[src/rtl/mpu_operand_feeder_if.sv]
// Handshake and data bundle between the MPU operand feeder and its neighbours.
// master drives the C-row / A-B pair inputs; slave is the feeder itself.
interface mpu_operand_feeder_if #(
  parameter int DW = 64
);
  logic          c_in_valid;
  logic          c_in_ready;
  logic [DW-1:0] c_in_data;
  logic          ab_in_valid;
  logic          ab_in_ready;
  logic [DW-1:0] ab_in_a;
  logic [DW-1:0] ab_in_b;
  logic          c_valid;
  logic          c_row_vld;
  logic [DW-1:0] c_row;
  logic          ab_valid;
  logic [DW-1:0] a_out;
  logic [DW-1:0] b_out;
  logic          busy;

  modport master (
    output c_in_valid, c_in_data, ab_in_valid, ab_in_a, ab_in_b,
    input  c_in_ready, ab_in_ready, c_valid, c_row_vld, c_row,
           ab_valid, a_out, b_out, busy
  );

  modport slave (
    input  c_in_valid, c_in_data, ab_in_valid, ab_in_a, ab_in_b,
    output c_in_ready, ab_in_ready, c_valid, c_row_vld, c_row,
           ab_valid, a_out, b_out, busy
  );
endinterface

[src/rtl/mpu_operand_feeder.sv]
// Buffers one C tile and replays it as a preload, then streams A/B operand pairs
// from a small FIFO, never mixing a C load with accumulate cycles.
//
//   state | meaning
//   FILL  | collecting ML C rows into rowbuf
//   SHIFT | c_valid pulse, then ML cycles replaying rowbuf
//   RUN   | accepting and issuing A/B pairs
module mpu_operand_feeder #(
  parameter int ML  = 2,
  parameter int DW  = 64,
  parameter int ABD = 4
) (
  input logic                  clk,
  input logic                  reset,
  mpu_operand_feeder_if.slave  bus
);
  localparam int CW  = $clog2(ML + 1);
  localparam int RIW = (ML > 1) ? $clog2(ML) : 1;
  localparam int PW  = $clog2(ABD) + 1;
  localparam int AW  = PW - 1;

  typedef enum logic [1:0] {FILL, SHIFT, RUN} state_t;

  state_t        state, state_nxt;
  logic [CW-1:0] cnt, cnt_nxt;
  logic [DW-1:0] rowbuf [2**RIW];
  logic [DW-1:0] a_mem [ABD];
  logic [DW-1:0] b_mem [ABD];
  logic [PW-1:0] wr_ptr, rd_ptr, count, count_nxt;
  logic          fifo_empty, fifo_full;
  logic          push, pop, row_wr;
  logic          c_valid_nxt, c_row_vld_nxt;

  assign count      = wr_ptr - rd_ptr;
  assign fifo_empty = (wr_ptr == rd_ptr);
  assign fifo_full  = (wr_ptr[PW-1] != rd_ptr[PW-1]) && (wr_ptr[AW-1:0] == rd_ptr[AW-1:0]);
  assign count_nxt  = count + PW'(push) - PW'(pop);

  always_comb begin
    state_nxt     = state;
    cnt_nxt       = cnt;
    row_wr        = 1'b0;
    push          = 1'b0;
    pop           = 1'b0;
    c_valid_nxt   = 1'b0;
    c_row_vld_nxt = 1'b0;
    case (state)
      FILL: begin
        if (bus.c_in_valid && bus.c_in_ready) begin
          row_wr = 1'b1;
          if (cnt == CW'(ML - 1)) begin
            cnt_nxt     = '0;
            state_nxt   = SHIFT;
            c_valid_nxt = 1'b1;
          end else begin
            cnt_nxt = cnt + CW'(1);
          end
        end
      end
      SHIFT: begin
        if (cnt == CW'(ML)) begin
          cnt_nxt   = '0;
          state_nxt = RUN;
        end else begin
          c_row_vld_nxt = 1'b1;
          cnt_nxt       = cnt + CW'(1);
        end
      end
      RUN: begin
        push = bus.ab_in_valid && bus.ab_in_ready;
        pop  = !fifo_empty;
        // A pending A/B offer wins over a new tile; wait for the last pop to drain too.
        if (fifo_empty && !bus.ab_valid && bus.c_in_valid && !bus.ab_in_valid)
          state_nxt = FILL;
      end
      default: state_nxt = FILL;
    endcase
  end

  always_ff @(posedge clk or posedge reset) begin
    if (reset) begin
      state           <= FILL;
      cnt             <= '0;
      wr_ptr          <= '0;
      rd_ptr          <= '0;
      bus.c_in_ready  <= 1'b1;
      bus.ab_in_ready <= 1'b0;
      bus.c_valid     <= 1'b0;
      bus.c_row_vld   <= 1'b0;
      bus.c_row       <= '0;
      bus.ab_valid    <= 1'b0;
      bus.a_out       <= '0;
      bus.b_out       <= '0;
      bus.busy        <= 1'b1;
    end else begin
      state           <= state_nxt;
      cnt             <= cnt_nxt;
      if (push) wr_ptr <= wr_ptr + PW'(1);
      if (pop)  rd_ptr <= rd_ptr + PW'(1);
      bus.c_in_ready  <= (state_nxt == FILL);
      bus.ab_in_ready <= (state_nxt == RUN) && (count_nxt < PW'(ABD));
      bus.c_valid     <= c_valid_nxt;
      bus.c_row_vld   <= c_row_vld_nxt;
      if (c_row_vld_nxt) bus.c_row <= rowbuf[cnt[RIW-1:0]];
      bus.ab_valid    <= pop;
      if (pop) begin
        bus.a_out <= a_mem[rd_ptr[AW-1:0]];
        bus.b_out <= b_mem[rd_ptr[AW-1:0]];
      end
      bus.busy        <= (state_nxt != RUN) || (count_nxt != '0);
    end
  end

  always_ff @(posedge clk) begin
    if (row_wr) rowbuf[cnt[RIW-1:0]] <= bus.c_in_data;
    if (push) begin
      a_mem[wr_ptr[AW-1:0]] <= bus.ab_in_a;
      b_mem[wr_ptr[AW-1:0]] <= bus.ab_in_b;
    end
  end

  a_no_overflow:  assert property (@(posedge clk) disable iff (reset) !(push && fifo_full));
  a_no_underflow: assert property (@(posedge clk) disable iff (reset) !(pop && fifo_empty));
endmodule

[src/flat_wrapper.sv]
// flat-port wrapper written by rule: the top's interface ports become plain ports
module mpu_operand_feeder_flat 
#(
  parameter int ML  = 2,
  parameter int DW  = 64,
  parameter int ABD = 4
)
  (clk, reset, bus_c_in_valid, bus_c_in_data, bus_ab_in_valid, bus_ab_in_a, bus_ab_in_b, bus_c_in_ready, bus_ab_in_ready, bus_c_valid, bus_c_row_vld, bus_c_row, bus_ab_valid, bus_a_out, bus_b_out, bus_busy);
  mpu_operand_feeder_if #(.DW(DW)) bus_i ();
  input logic clk;
  input logic reset;
  input wire logic [$bits(bus_i.c_in_valid)-1:0] bus_c_in_valid;
  input wire logic [$bits(bus_i.c_in_data)-1:0] bus_c_in_data;
  input wire logic [$bits(bus_i.ab_in_valid)-1:0] bus_ab_in_valid;
  input wire logic [$bits(bus_i.ab_in_a)-1:0] bus_ab_in_a;
  input wire logic [$bits(bus_i.ab_in_b)-1:0] bus_ab_in_b;
  output wire logic [$bits(bus_i.c_in_ready)-1:0] bus_c_in_ready;
  output wire logic [$bits(bus_i.ab_in_ready)-1:0] bus_ab_in_ready;
  output wire logic [$bits(bus_i.c_valid)-1:0] bus_c_valid;
  output wire logic [$bits(bus_i.c_row_vld)-1:0] bus_c_row_vld;
  output wire logic [$bits(bus_i.c_row)-1:0] bus_c_row;
  output wire logic [$bits(bus_i.ab_valid)-1:0] bus_ab_valid;
  output wire logic [$bits(bus_i.a_out)-1:0] bus_a_out;
  output wire logic [$bits(bus_i.b_out)-1:0] bus_b_out;
  output wire logic [$bits(bus_i.busy)-1:0] bus_busy;
  assign bus_i.c_in_valid = bus_c_in_valid;
  assign bus_i.c_in_data = bus_c_in_data;
  assign bus_i.ab_in_valid = bus_ab_in_valid;
  assign bus_i.ab_in_a = bus_ab_in_a;
  assign bus_i.ab_in_b = bus_ab_in_b;
  assign bus_c_in_ready = bus_i.c_in_ready;
  assign bus_ab_in_ready = bus_i.ab_in_ready;
  assign bus_c_valid = bus_i.c_valid;
  assign bus_c_row_vld = bus_i.c_row_vld;
  assign bus_c_row = bus_i.c_row;
  assign bus_ab_valid = bus_i.ab_valid;
  assign bus_a_out = bus_i.a_out;
  assign bus_b_out = bus_i.b_out;
  assign bus_busy = bus_i.busy;
  mpu_operand_feeder #(.ML(ML), .DW(DW), .ABD(ABD)) u_core (.clk(clk), .reset(reset), .bus(bus_i));
endmodule
[config.mk]
export PLATFORM = sky130hd
export DESIGN_NAME = mpu_operand_feeder_flat
export DESIGN_NICKNAME = d
export VERILOG_FILES = /design/src/rtl/mpu_operand_feeder_if.sv /design/src/rtl/mpu_operand_feeder.sv /design/src/flat_wrapper.sv
export SDC_FILE = /design/constraint.sdc
export NUM_CORES = 1
export LEC_CHECK = 0
export BUFFER_PORTS_ARGS = -buffer_cell sky130_fd_sc_hd__clkbuf_2
export CAP_MARGIN = 20
export CORE_ASPECT_RATIO = 0.8
export CORE_UTILIZATION = 30
export DETAILED_ROUTE_END_ITERATION = 8
export PLACE_DENSITY = 0.52
export SLEW_MARGIN = 20
export SYNTH_ARGS = -nofsm -noshare
export SYNTH_HDL_FRONTEND = slang
export SYNTH_SLANG_ARGS = --single-unit
[constraint.sdc]
create_clock -name clk -period 9.6 [get_ports clk]
set_input_delay 1.92 -clock clk [delete_from_list [all_inputs] [get_ports clk]]
set_output_delay 1.92 -clock clk [all_outputs]
set_load 0.03 [all_outputs]
==> key figures <==
Worst setup path
  • CP max-delay cell: buf_4
  • Delay-heaviest family, CP: buffers and inverters
  • Slowest Stage Delay on Critical Path: 650 ps
  • Reg2reg setup slack: 6090 ps
  • CP Data Required Time: 9950 ps
  • Worst-path maximum fanout: 40
  • Critical path class: input pin to flip-flop
  • Critical Path Source Type: input pin
  • Crit path top cell by count: buf_4
  • CP arrival: 4650 ps
  • Cell Chain, Critical Path: clkbuf_2 -> and4b_1 -> and2_4 -> buf_4 -> buf_4 -> buf_12
  • Crit path buffers/inverters: 4
  • Crit end category: flip-flop

Yosys
  • Largest family of logic cells by synthesized area: multiplexers
  • Distinct cells, synth: 37
  • Yosys reg bits: 848
  • Xor/xnor share of the synthesized area: 0.00252
  • Largest cells by area after synthesis: edfxtp_1, dfrtp_1, mux4_2
  • Synth Instances: 1,350
  • Synthesized Nets: ~1,600
  • Mapped cell area: around 31,000 um2
  • Prevailing post-synth register cell: edfxtp_1
  • Top cell type by total area after synthesis: edfxtp_1
  • Compound-Gate Fraction of Synth Area: 0.00284
  • Post-synthesis sequential area ratio: 0.781
  • Simple-gate share of the synthesized area: 0.00416
  • Ys async rst share: 0.245
  • Post-synth top area share: 0.615
  • Syn. warnings: 0
  • Adder-Cell Fraction of Synth Area: 0.00408
  • EDFF count, synth: 640
  • Multiplexer share of the synthesized area: 0.194
  • Synth Area per Inst: 23.2 um2

Detailed routing
  • DRC Markers: 0
  • Routed WL per cell: between 20 and 25 um
  • Antenna viol nets, final: 0
  • TritonRoute pass-1 iters: 6
  • Starting DRT DRC Count: 681
  • Vias per cell: 4.40
  • Routed WL: around 70,000 um
  • Routed via count: 14,300

Clocking
  • # Post-CTS Setup Buffers: 0
  • CTS tree: yes
  • CTS buffer count: 89
  • TritonCTS Sinks: ~850
  • Clock latency on the worst-skew pair: between 600 and 700 ps
  • Clock-pin slew on the worst setup and hold paths: 60 ps
  • Post_cts resized: 0
  • Clock tree buffer depth: 3
  • Hold buffer count at cts: 0
  • H-tree Lvls: 3
  • Root Buffer: clkbuf_16

Power
  • Power per cell area: around 340 nW/um2
  • Worst VDD drop: 0.000185 V
  • Switching Fraction: 0.327
  • Clk pwr share: 0.270
  • Comb pwr share: 0.330
  • Internal: 8.65 mW
  • Psw: 4.21 mW
  • Seq pwr share: 0.400
  • P_leak: 13.9 nW

Floorplanning
  • Die area: 106,000 um2
  • Die width: 363 um
  • DIE HEIGHT: around 290 um
  • Core ar.: between 100,000 and 150,000 um2
  • Num ports: roughly 390
  • Rows: between 100 and 150
  • Initial Util: 0.304

Final layout
  • Most frequent cells in the layout: edfxtp_1, clkbuf_2, dfrtp_1
  • Filler instances: 9,420
  • Area Overhead vs Synth: 21.2%
  • Layout Nets: 1,998
  • ANT cells: 0
  • Final Cell Area: 37,900 um2
  • Share of layout cells above drive strength 1: 0.508
  • Most common cell after layout, fill and taps aside: edfxtp_1

Placement
  • RD Place Congestion: 0.724
  • Post-DP HPWL: 41,500 um
  • Post-DP Area: 34,900 um2
  • Buffers on Ports: 393

GRT
  • Initial antenna violation count: 23
  • Gr ovfl total: 0
  • Pin count of the biggest net entering global routing: 126
  • First-pass GRT wire length: 104,000 um
  • Number of global-route vias before repair: 15,700
  • GRT Util Overall: 0.133

Timing
  • Worst-margin pin slew: 1090 ps
  • Tcrit/Tclk final: 0.448
  • Final setup violation count: 0
  • Final Hold Vio Count: 0
  • Final Slew Violations: 0
  • Tmin final: between 4000 and 5000 ps
  • Sum Neg Setup Slack: 0 ps
  • Rel. slew slack: 0.273
  • Clock skew: 54.6 ps
  • Max Freq: 0.233 GHz
  • Unrepaired setup endpoints after global routing: false

Job
  • MaxCap Viol Count: 0

Status
  • Status: finished, final reports clean

Hold path
  • Worst hold-check path type: flip-flop to flip-flop
[final cells by class]
| class | instances | area [um2] | area share |
|---|---|---|---|
| Timing Repair Buffer | 411 | 2170 | 0.0573 |
| Multi-Input combinational cell | 435 | 6530 | 0.172 |
| Inverter | 8 | 45.0 | 0.00119 |
| Sequential cell | 848 | 24400 | 0.644 |
| Tap cell | 1391 | 1740 | 0.0459 |
| Clock inverter | 48 | 544 | 0.0144 |
| Clock buffer | 119 | 2450 | 0.0646 |
[flip-flops by register name, indices dropped and copies added, names as in the netlist]
signal and flops:
u_core.a_mem 256, u_core.b_mem 256, u_core.rowbuf 128, u_core.bus.a_out 64, u_core.bus.b_out 64, u_core.bus.c_row 64, u_core.rd_ptr 3, u_core.wr_ptr 3
u_core.cnt 2, u_core.state 2, u_core.bus.ab_in_ready 1, u_core.bus.ab_valid 1, u_core.bus.busy 1, u_core.bus.c_in_ready 1, u_core.bus.c_row_vld 1, u_core.bus.c_valid 1
[power groups by stage]
stage / sequential [mW] / combinational (mW) / clock [mW]
2_1_floorplan: 5.96 / 2.36 / 0
3_3_place_gp: 5.20 / 4.30 / 0
3_5_place_dp: 5.23 / 4.34 / 0
4_1_cts: 5.17 / 4.35 / 3.59
5_1_grt: 5.24 / 4.53 / 3.73
6_report: 5.14 / 4.24 / 3.47
[routing by layer]
layer	part of all wire	vias to the layer above	track usage
met4	0.022	44	0.0380
met3	0.092	149	0.0598
met1	0.40	7440	0.161
met2	0.48	357	0.214
li1	-	6347	-
met5	0.0041	-	0
[cell families (layout without fill, tap and decap cells)]
logic type      count (synthesis)  count (layout)
compound gates                 11              11
xor+xnor                        9               9
fa+ha+maj                       9               9
buf+inv                        67             586
flops                         848             848
mux                           385             385
simple gates                   21              21
[cells in the mapped netlist (all sizes together), types with 3 or more instances]
master,number
inv,8
dfrtp,206
edfxtp,640
mux4,128
xor2,4
xnor2,5
nand2,4
a21oi,3
nand2b,3
and2,4
clkbuf,19
buf,40
ha,7
mux2,257
[through the flow]
stage	cells	setup WS [ps]	utilization	hold WS, ps	total power [mW]
after floorplan	1350	2000	-	448	8.32
after global placement	3091	4460	0.339	483	9.50
after detailed placement	3091	4450	0.339	492	9.57
after CTS	3258	5190	0.368	506	13.1
after global routing	3260	5150	0.369	520	13.5
final	3260	5300	0.369	503	12.9
[final timing paths]
kind / from / end / depth (start not counted)
max: bus_ab_in_valid / u_core.b_mem[0][22]$_DFFE_PP_ / 6
min: u_core.rd_ptr[2]$_DFFE_PP0P_ / u_core.rd_ptr[2]$_DFFE_PP0P_ / 1
max reg2reg: u_core.rd_ptr[0]$_DFFE_PP0P_ / u_core.bus.b_out[25]$_DFFE_PP0P_ / 5
min reg2reg: u_core.rd_ptr[2]$_DFFE_PP0P_ / u_core.rd_ptr[2]$_DFFE_PP0P_ / 1
max in group asynchronous: reset / u_core.rd_ptr[1]$_DFFE_PP0P_ / 3
min in group asynchronous: reset / u_core.bus.a_out[43]$_DFFE_PP0P_ / 2
(Power assumes the default switching activity.)
